## src/rtl/fir_mac_if.sv

```systemverilog
// fir_mac_if: sample, result and coefficient-write signals of fir_mac_sequencer
interface fir_mac_if #(parameter int WIDTH = 9);
  logic in_valid;
  logic in_ready;
  logic signed [WIDTH-1:0] in_data;
  logic out_valid;
  logic out_ready;
  logic signed [WIDTH-1:0] out_data;
  logic coef_we;
  logic [5:0] coef_addr;
  logic signed [WIDTH-1:0] coef_wdata;
  logic busy;
  modport master (
    output in_valid, in_data, out_ready, coef_we, coef_addr, coef_wdata,
    input in_ready, out_valid, out_data, busy
  );
  modport slave (
    input in_valid, in_data, out_ready, coef_we, coef_addr, coef_wdata,
    output in_ready, out_valid, out_data, busy
  );
endinterface

```

## src/rtl/fir_mac_sequencer.sv

```systemverilog
// fir_mac_sequencer: time-multiplexed FIR, one signed MAC per clock; define FIR_OUT_SAT_EN to saturate out_data
module fir_mac_sequencer #(
  parameter int WIDTH = 9,
  parameter int TAPS  = 33,
  parameter int ACC_W = 24,
  parameter int FRAC  = 8
) (
  input logic clk,
  input logic rst,
  fir_mac_if.slave bus
);
  localparam int AW = 6;
  localparam int TW = ACC_W - FRAC;
  localparam int DEF_C [TAPS] = '{0, -1, 1, 0, -1, 2, 0, -2, 2, 0, -6, 8, 10, -28, -14, 111, 196,
                                  111, -14, -28, 10, 8, -6, 0, 2, -2, 0, 2, -1, 0, 1, -1, 0};
  typedef enum logic [1:0] {IDLE, MAC, OUT} state_t;
  state_t state_q, state_d;
  logic [AW-1:0] k_q, k_d, wptr_q, wptr_d, rd_idx;
  logic signed [ACC_W-1:0] acc_q, acc_d, acc_mac;
  logic signed [WIDTH-1:0] out_q, out_d, trunc_out;
  logic signed [WIDTH-1:0] hist_q [TAPS];
  logic signed [WIDTH-1:0] coef_q [TAPS];
  logic signed [2*WIDTH-1:0] prod;
  logic signed [TW-1:0] trunc;
  logic accept;
  assign accept = bus.in_valid && state_q == IDLE;
  // (wptr - k) mod TAPS; the 6-bit intermediate may wrap but the result lands in 0..TAPS-1
  assign rd_idx = wptr_q >= k_q ? wptr_q - k_q : wptr_q + AW'(TAPS) - k_q;
  assign prod = coef_q[k_q] * hist_q[rd_idx];
  assign acc_mac = acc_q + ACC_W'(prod);
  assign trunc = acc_mac[ACC_W-1:FRAC];
`ifdef FIR_OUT_SAT_EN
  localparam logic signed [TW-1:0] MAX_V = TW'(2 ** (WIDTH - 1) - 1);
  localparam logic signed [TW-1:0] MIN_V = TW'(-(2 ** (WIDTH - 1)));
  assign trunc_out = trunc > MAX_V ? WIDTH'(MAX_V) : trunc < MIN_V ? WIDTH'(MIN_V) : trunc[WIDTH-1:0];
`else
  assign trunc_out = {trunc[TW-1], trunc[WIDTH-2:0]};
`endif
  assign bus.in_ready = state_q == IDLE;
  assign bus.out_valid = state_q == OUT;
  assign bus.out_data = out_q;
  assign bus.busy = state_q != IDLE;
  always_comb begin
    state_d = state_q;
    k_d = k_q;
    acc_d = acc_q;
    wptr_d = wptr_q;
    out_d = out_q;
    case (state_q)
      IDLE: if (accept) begin
        acc_d = '0;
        k_d = '0;
        state_d = MAC;
      end
      MAC: begin
        acc_d = acc_mac;
        k_d = k_q + AW'(1);
        if (k_q == AW'(TAPS - 1)) begin
          wptr_d = wptr_q == AW'(TAPS - 1) ? '0 : wptr_q + AW'(1);
          out_d = trunc_out;
          state_d = OUT;
        end
      end
      OUT: if (bus.out_ready) state_d = IDLE;
      default: state_d = IDLE;
    endcase
  end
  always_ff @(posedge clk or posedge rst) begin
    if (rst) begin
      state_q <= IDLE;
      k_q <= '0;
      acc_q <= '0;
      wptr_q <= '0;
      out_q <= '0;
      for (int i = 0; i < TAPS; i++) begin
        hist_q[i] <= '0;
        coef_q[i] <= WIDTH'(DEF_C[i]);
      end
    end else begin
      state_q <= state_d;
      k_q <= k_d;
      acc_q <= acc_d;
      wptr_q <= wptr_d;
      out_q <= out_d;
      if (accept) hist_q[wptr_q] <= bus.in_data;
      // coefficient table only changes while idle, so a MAC pass never sees a mixed table
      if (bus.coef_we && state_q == IDLE && bus.coef_addr < AW'(TAPS)) coef_q[bus.coef_addr] <= bus.coef_wdata;
    end
  end
endmodule

```

## src/flat_wrapper.sv

```systemverilog
// flat-port wrapper written by rule: the top's interface ports become plain ports
module fir_mac_sequencer_flat 
#(
  parameter int WIDTH = 9,
  parameter int TAPS  = 33,
  parameter int ACC_W = 24,
  parameter int FRAC  = 8
)
  (clk, rst, bus_in_valid, bus_in_data, bus_out_ready, bus_coef_we, bus_coef_addr, bus_coef_wdata, bus_in_ready, bus_out_valid, bus_out_data, bus_busy);
  fir_mac_if #(.WIDTH(WIDTH)) bus_i ();
  input logic clk;
  input logic rst;
  input wire logic [$bits(bus_i.in_valid)-1:0] bus_in_valid;
  input wire logic [$bits(bus_i.in_data)-1:0] bus_in_data;
  input wire logic [$bits(bus_i.out_ready)-1:0] bus_out_ready;
  input wire logic [$bits(bus_i.coef_we)-1:0] bus_coef_we;
  input wire logic [$bits(bus_i.coef_addr)-1:0] bus_coef_addr;
  input wire logic [$bits(bus_i.coef_wdata)-1:0] bus_coef_wdata;
  output wire logic [$bits(bus_i.in_ready)-1:0] bus_in_ready;
  output wire logic [$bits(bus_i.out_valid)-1:0] bus_out_valid;
  output wire logic [$bits(bus_i.out_data)-1:0] bus_out_data;
  output wire logic [$bits(bus_i.busy)-1:0] bus_busy;
  assign bus_i.in_valid = bus_in_valid;
  assign bus_i.in_data = bus_in_data;
  assign bus_i.out_ready = bus_out_ready;
  assign bus_i.coef_we = bus_coef_we;
  assign bus_i.coef_addr = bus_coef_addr;
  assign bus_i.coef_wdata = bus_coef_wdata;
  assign bus_in_ready = bus_i.in_ready;
  assign bus_out_valid = bus_i.out_valid;
  assign bus_out_data = bus_i.out_data;
  assign bus_busy = bus_i.busy;
  fir_mac_sequencer #(.WIDTH(WIDTH), .TAPS(TAPS), .ACC_W(ACC_W), .FRAC(FRAC)) u_core (.clk(clk), .rst(rst), .bus(bus_i));
endmodule
```

## config.mk

```make
export PLATFORM = sky130hd
export DESIGN_NAME = fir_mac_sequencer_flat
export DESIGN_NICKNAME = d
export VERILOG_FILES = /design/src/rtl/fir_mac_if.sv /design/src/rtl/fir_mac_sequencer.sv /design/src/flat_wrapper.sv
export SDC_FILE = /design/constraint.sdc
export NUM_CORES = 2
export LEC_CHECK = 0
export ABC_AREA = 1
export CAP_MARGIN = 25
export CORE_AREA = 2 2 210 418
export DETAILED_ROUTE_END_ITERATION = 16
export DIE_AREA = 0 0 212 420
export PLACE_DENSITY = 0.62
export SYNTH_ARGS = -nofsm -noshare
export SYNTH_HDL_FRONTEND = slang
export SYNTH_SLANG_ARGS = --single-unit
```

## constraint.sdc

```tcl
create_clock -name clk -period 51.3 [get_ports clk]
set_input_delay 5.13 -clock clk [delete_from_list [all_inputs] [get_ports clk]]
set_output_delay 5.13 -clock clk [all_outputs]
set_load 0.005 [all_outputs]
```

After elaboration in Yosys (flattened, before gate mapping). Cells that the tools add are included.

Order comparisons: 8. Reduce and logical (&&, ||, !) cells: 11. Eq/ne operators: 7. Add/subtract/negate cells: 6. $mul: 1. Multiplexer cells: 22. Bitwise gates (word level): 4.

Operator list (number): $bwmux 297 (2); $bmux 9 s6 (2); $demux 9 s6 (2); $mux 9 (6); $pmux 24 s2 (1); $ge 7x7->1 const B (4); $not 6->7 (4); $add 24x18->24 (1); $mux 24 (1); $mul 9x9->18 (1); $mux 6 (3); $lt 7x1->1 const B (2); $add 6x1->6 const B (2); $eq 6x6->1 const B (2); $pmux 6 s2 (1); $sub 6x6->6 (2); $add 6x6->6 const B (1); $ge 6x6->1 (1); $lt 6x6->1 const B (1); $mux 2 (3); $pmux 2 s3 (1); $logic_and 1x1->1 (5); $ne 2x1->1 const B (2); $reduce_and 2->1 (2); other kinds (6) (7).

Input port bits: 29. Bits in registers: 641. Word-level logic and storage cells: 130.

Longest topological paths before layout.
Word-level depth: 10. Depth in mapped cells: 45. Gate-level depth less buffers: 42.

Worst setup path after synthesis. Ideal clock, no wire load.

Path type: flip-flop to flip-flop. Start: register u_core.k_q[0]. End: register u_core.acc_q[23]. Clock period less this slack: 8.016 ns. Data arrival time: 7.898 ns. Library setup time: 0.118 ns. Setup slack: 43.284 ns. Buffers on the path: 4. Cell stages (with the launch flop): 43. Cells stage by stage: dfrtp_1 clkbuf_1 clkinv_1 clkbuf_1 buf_1 ha_1 ha_1 fa_1 inv_1 nand3_1 nand2_1 nand2_2 clkinv_1 buf_2 nand2_1 nand2_1 nor2_1 nand2_1 [7 not listed] inv_1 fa_1 inv_1 fa_1 inv_1 fa_1 inv_1 ha_1 nand2_1 inv_1 nand3_1 nor3_1 nand4_1 nand3_1 nand3_1 a21o_1 nand3_1 nand2_1.

Longest elaborated chain between the ends: 9. Elaborated cells between the ends (all ways): 15. Classes of those cells: add/sub: 3; mul: 1; order compare: 1; mux: 8; bitwise: 2.

RTL lines: start, declared (line fir_mac_sequencer.sv:18) `logic [AW-1:0] k_q, k_d, wptr_q, wptr_d, rd_idx;`; start signal, assigned (line fir_mac_sequencer.sv:81) `k_q <= k_d;`; $sub 6x6->6 / $ge 6x6->1 (equally long branches) (line fir_mac_sequencer.sv:28) `assign rd_idx = wptr_q >= k_q ? wptr_q - k_q : wptr_q + AW'(TAPS) - k_q;`; $mux 6 (line fir_mac_sequencer.sv:28); $not 6->7 (implied by the code) (line fir_mac_sequencer.sv:29) `assign prod = coef_q[k_q] * hist_q[rd_idx];`; $bmux 9 s6 (line fir_mac_sequencer.sv:29); $mux 9 (implied by the code) (2 in a row) (line fir_mac_sequencer.sv:29); $mul 9x9->18 (*) (line fir_mac_sequencer.sv:29); $add 24x18->24 (*) (line fir_mac_sequencer.sv:30) `assign acc_mac = acc_q + ACC_W'(prod);`; $pmux 24 s2 (*) (line fir_mac_sequencer.sv:49) `case (state_q)`; end signal, assigned (line fir_mac_sequencer.sv:72) `acc_q <= '0;`; end signal, assigned (line fir_mac_sequencer.sv:82) `acc_q <= acc_d;`; end, declared (line fir_mac_sequencer.sv:19) `logic signed [ACC_W-1:0] acc_q, acc_d, acc_mac;`.

Mark *: on every way between the ends. The rest lies on a longest branch, timed or not. The select of a mux whose other input is x is not followed. A chain may end at the register's enable or synchronous reset.

Final worst setup path.
Start: register u_core.k_q[0]. End: register u_core.out_q[8] (netlist: u_core.bus.out_data[8]).

Longest elaborated chain between the ends: 8. Elaborated cells between the ends (all ways): 16. Classes of those cells: add/sub: 3; mul: 1; order compare: 1; eq/ne: 1; mux: 7; bitwise: 2; reduce/logical: 1.

RTL lines: $sub 6x6->6 / $ge 6x6->1 (equally long branches) (line fir_mac_sequencer.sv:28); $mux 6 (line fir_mac_sequencer.sv:28); $not 6->7 (implied by the code) (line fir_mac_sequencer.sv:29); $bmux 9 s6 (line fir_mac_sequencer.sv:29); $mux 9 (implied by the code) (2 in a row) (line fir_mac_sequencer.sv:29); $mul 9x9->18 (line fir_mac_sequencer.sv:29); $add 24x18->24 (line fir_mac_sequencer.sv:30); end signal, assigned (line fir_mac_sequencer.sv:84) `out_q <= out_d;`; end, declared (line fir_mac_sequencer.sv:20) `logic signed [WIDTH-1:0] out_q, out_d, trunc_out;`.

Several ways; a longest one is shown, not always the timed one. The select of a mux whose other input is x is not followed.

==> results.md <==
- # DRC: 0
- Die ar.: 89000 µm²
- Hold Buf Count CTS: 0
- CP Capture Type: register
- Final WL: 110000 µm
- Yosys reg bits: 641
- PortBufs: 40
- First-pass GRT wire length: 170000 µm
- Fmax: 0.0918 GHz
- Final setup violation count: 0
- Critical path's largest stage delay: 1.00 ns
- Max transition margin: 27.7%
- Slowest CP cell: dfrtp_4
- Setup crit start kind: register
- Post-layout util: 43.8%
- Final GP Congestion: 0.934
- Synth top area share: 38.6%
- Num rows: 152
- TNS Setup: 0 ns
- Average size of a mapped cell: 8.19 µm²
- Initial core utilization: 39.7%
- Final min period: 10.89 ns
- Placed cells: 5162
- CTS tree: built
- DR iter-0 viols: 2081
- Synth top area cells: dfrtp_1 (39%), nand2_1 (13%), o21ai_0 (11%)
- Clock Path Buffers: 3
- Height of the chip: 420 µm
- Synth warn: 0
- Core Footprint: 85800 µm²
- Worst Setup Path Type: reg2reg
- WP data required: 51.85 ns
- Clk sinks: 641
- TritonCTS Buffers: 58
- Skew final: 0.0260 ns
- Top cell type by total area after synthesis: dfrtp_1
- Synth Cell Area: 34100 µm²
- Final Non-Filler Cells: 5275
- Num ports: 41
- Via density: 5.34
- Clock latency on the worst-skew pair: 0.66 ns
- Diodes inserted: 0
- Placed wire-length estimate: 76500 µm
- Largest fanout on the critical path: 71
- RSZ-0062 raised after global routing: no
- Routed WL per cell: 20.8 µm
- Vias in the first global route: 28500
- H-tree levels: 2
- Seq/Total Area, Yosys: 47.5%
- Total gr overflow: 0
- Number of post-CTS setup repair buffers: 0
- Fin crit share: 21.2%
- Synth async-reset ratio: 100%
- Final nets: 4279
- Crit path DAT: 11.43 ns
- Fin. Hold Viols: 0
- Worst min-delay path class: reg2reg
- Slew @ Worst Pin: 1.07 ns
- EDFF count, synth: 0
- Root Driver: clkbuf_16
- Largest net degree at the start of global routing: 112
- CP dominant cell by count: nand2_1
- Area delta synth->final: 10.2%
- Cell variety after synth: 47
- Die width: 212 µm
- Post-route ant nets: 0
- Slew Limit Fails: 0
- Cell count after synthesis: 4163
- Ys flop type: dfrtp_1
- Status: complete, no violations
- Hold_ws: 0.479 ns
- Share of layout cells above drive strength 1: 8.33%
- Via count: 28100
- Total Routing Usage GR: 25.2%
- Max-cap viol count: 0
- Worst-path clk slew: 0.07 ns
- PostCTS Resize Cnt: 0
- DR pass1 iterations: 5
- Initial antenna violation count: 0
- Syn_nets: 4372
## stage by stage
step | worst slack (ns) | area (µm²)
after CTS | 40.42 | 37500
final | 40.41 | 37600
after global routing | 39.70 | 37600
after global placement | 40.51 | 35300
after detailed placement | 40.40 | 35400
after floorplan | 28.40 | 34100
## path summary, 6_finish.rpt
path                                    startpoint                     end  slack (ns)  cells past startpoint
max in group asynchronous                      rst           u_core.k_q[0]       43.14                      5
worst min-delay path            u_core.hist_q[184]      u_core.hist_q[184]        0.48                      2
min in group asynchronous                      rst       u_core.coef_q[55]        5.00                      2
worst min register to register  u_core.hist_q[184]      u_core.hist_q[184]        0.48                      2
worst max register to register       u_core.k_q[0]  u_core.bus.out_data[8]       40.41                     35
worst max-delay path                 u_core.k_q[0]  u_core.bus.out_data[8]       40.41                     35
## cell usage in the layout (no fill, tap or decap), types with 5 or more instances in the layout
cell	Yosys	layout
a31oi_1	9	9
buf_4	9	44
nand4_1	10	10
a22oi_1	33	33
a21oi_1	121	121
xor2_1	14	14
xnor2_1	6	6
dfstp_2	115	115
inv_1	281	278
dfrtp_1	526	524
fa_1	103	103
bufinv_16	0	11
nor2_1	225	224
clkbuf_16	0	58
or2_2	47	47
nand2_1	1174	1172
clkbuf_1	184	7
o21bai_1	5	5
nor3_1	19	19
ha_1	77	77
nand2_2	12	12
nor4_1	9	8
clkinv_1	7	7
o21ai_0	736	736
clkinv_2	0	9
clkbuf_8	0	14
o22ai_1	17	17
nand3_1	311	311
clkdlybuf4s50_1	0	40
o211ai_1	10	10
o21a_1	17	17
## state kept, by name, indices dropped and copies added (netlist names)
signal               count
u_core.acc_q            24
u_core.hist_q          297
u_core.k_q               6
u_core.coef_q          297
u_core.state_q           2
u_core.bus.out_data      9
u_core.wptr_q            6
## cells by family after synthesis
kind of cell / after synthesis / synth area share (%)
xor gates and xnor gates: 20 / 0.514
buffers and inverters: 534 / 6.11
adders and majority gates: 180 / 8.88
and+or+nand+nor: 1815 / 21.9
AOI/OAI and AO/OA: 973 / 15.1
DFF: 641 / 47.5
## Yosys cell counts, drive strengths merged (2+ instances only)
cell     number
nand2      1186
o21ai       738
dfrtp       526
nand3       311
inv         284
nor2        227
clkbuf      184
a21oi       121
dfstp       115
fa          103
ha           77
buf          59
or2          47
a22oi        33
nor3         19
o21a         17
o22ai        17
xor2         14
nand4        10
nor4         10
o211ai       10
a31oi         9
clkinv        7
xnor2         6
o21bai        5
nand3b        4
a21boi        3
a22o          3
o221ai        3
a221o         2
a221oi        2
a32o          2
o2111ai       2
o31ai         2
## area by class of cell
class	instances	area (µm²)
clock buffers	79	1670
clock inverters	31	477
fillers	8646	48200
inverters	291	1100
multi-input cells	2988	15800
flip-flops and latches	641	16200
well taps	1155	1450
repair buffers	90	848
## critical path, delay by kind of cell, from the launching register on
kind                     cells  cell delay, ns
flip-flops                   1            1.00
buffers and inverters        7            1.88
AO/OA/AOI/OAI                1            0.18
AND/OR/NAND/NOR             18            3.08
adder cells (fa/ha/maj)      9            4.55
## layer usage
metal | global-route usage, % | vias to the layer above | part of all wire (%)
li1 | - | 13400 | -
met1 | 25.5 | 13500 | 35
met2 | 45.2 | 840 | 52
met3 | 2.56 | 351 | 3.4
met4 | 22.9 | 0 | 10
met5 | 0 | - | 0
Power is left out: the tool's default activity adds up to more than one toggle a clock period on the data nets, which glitch-free logic cannot reach.
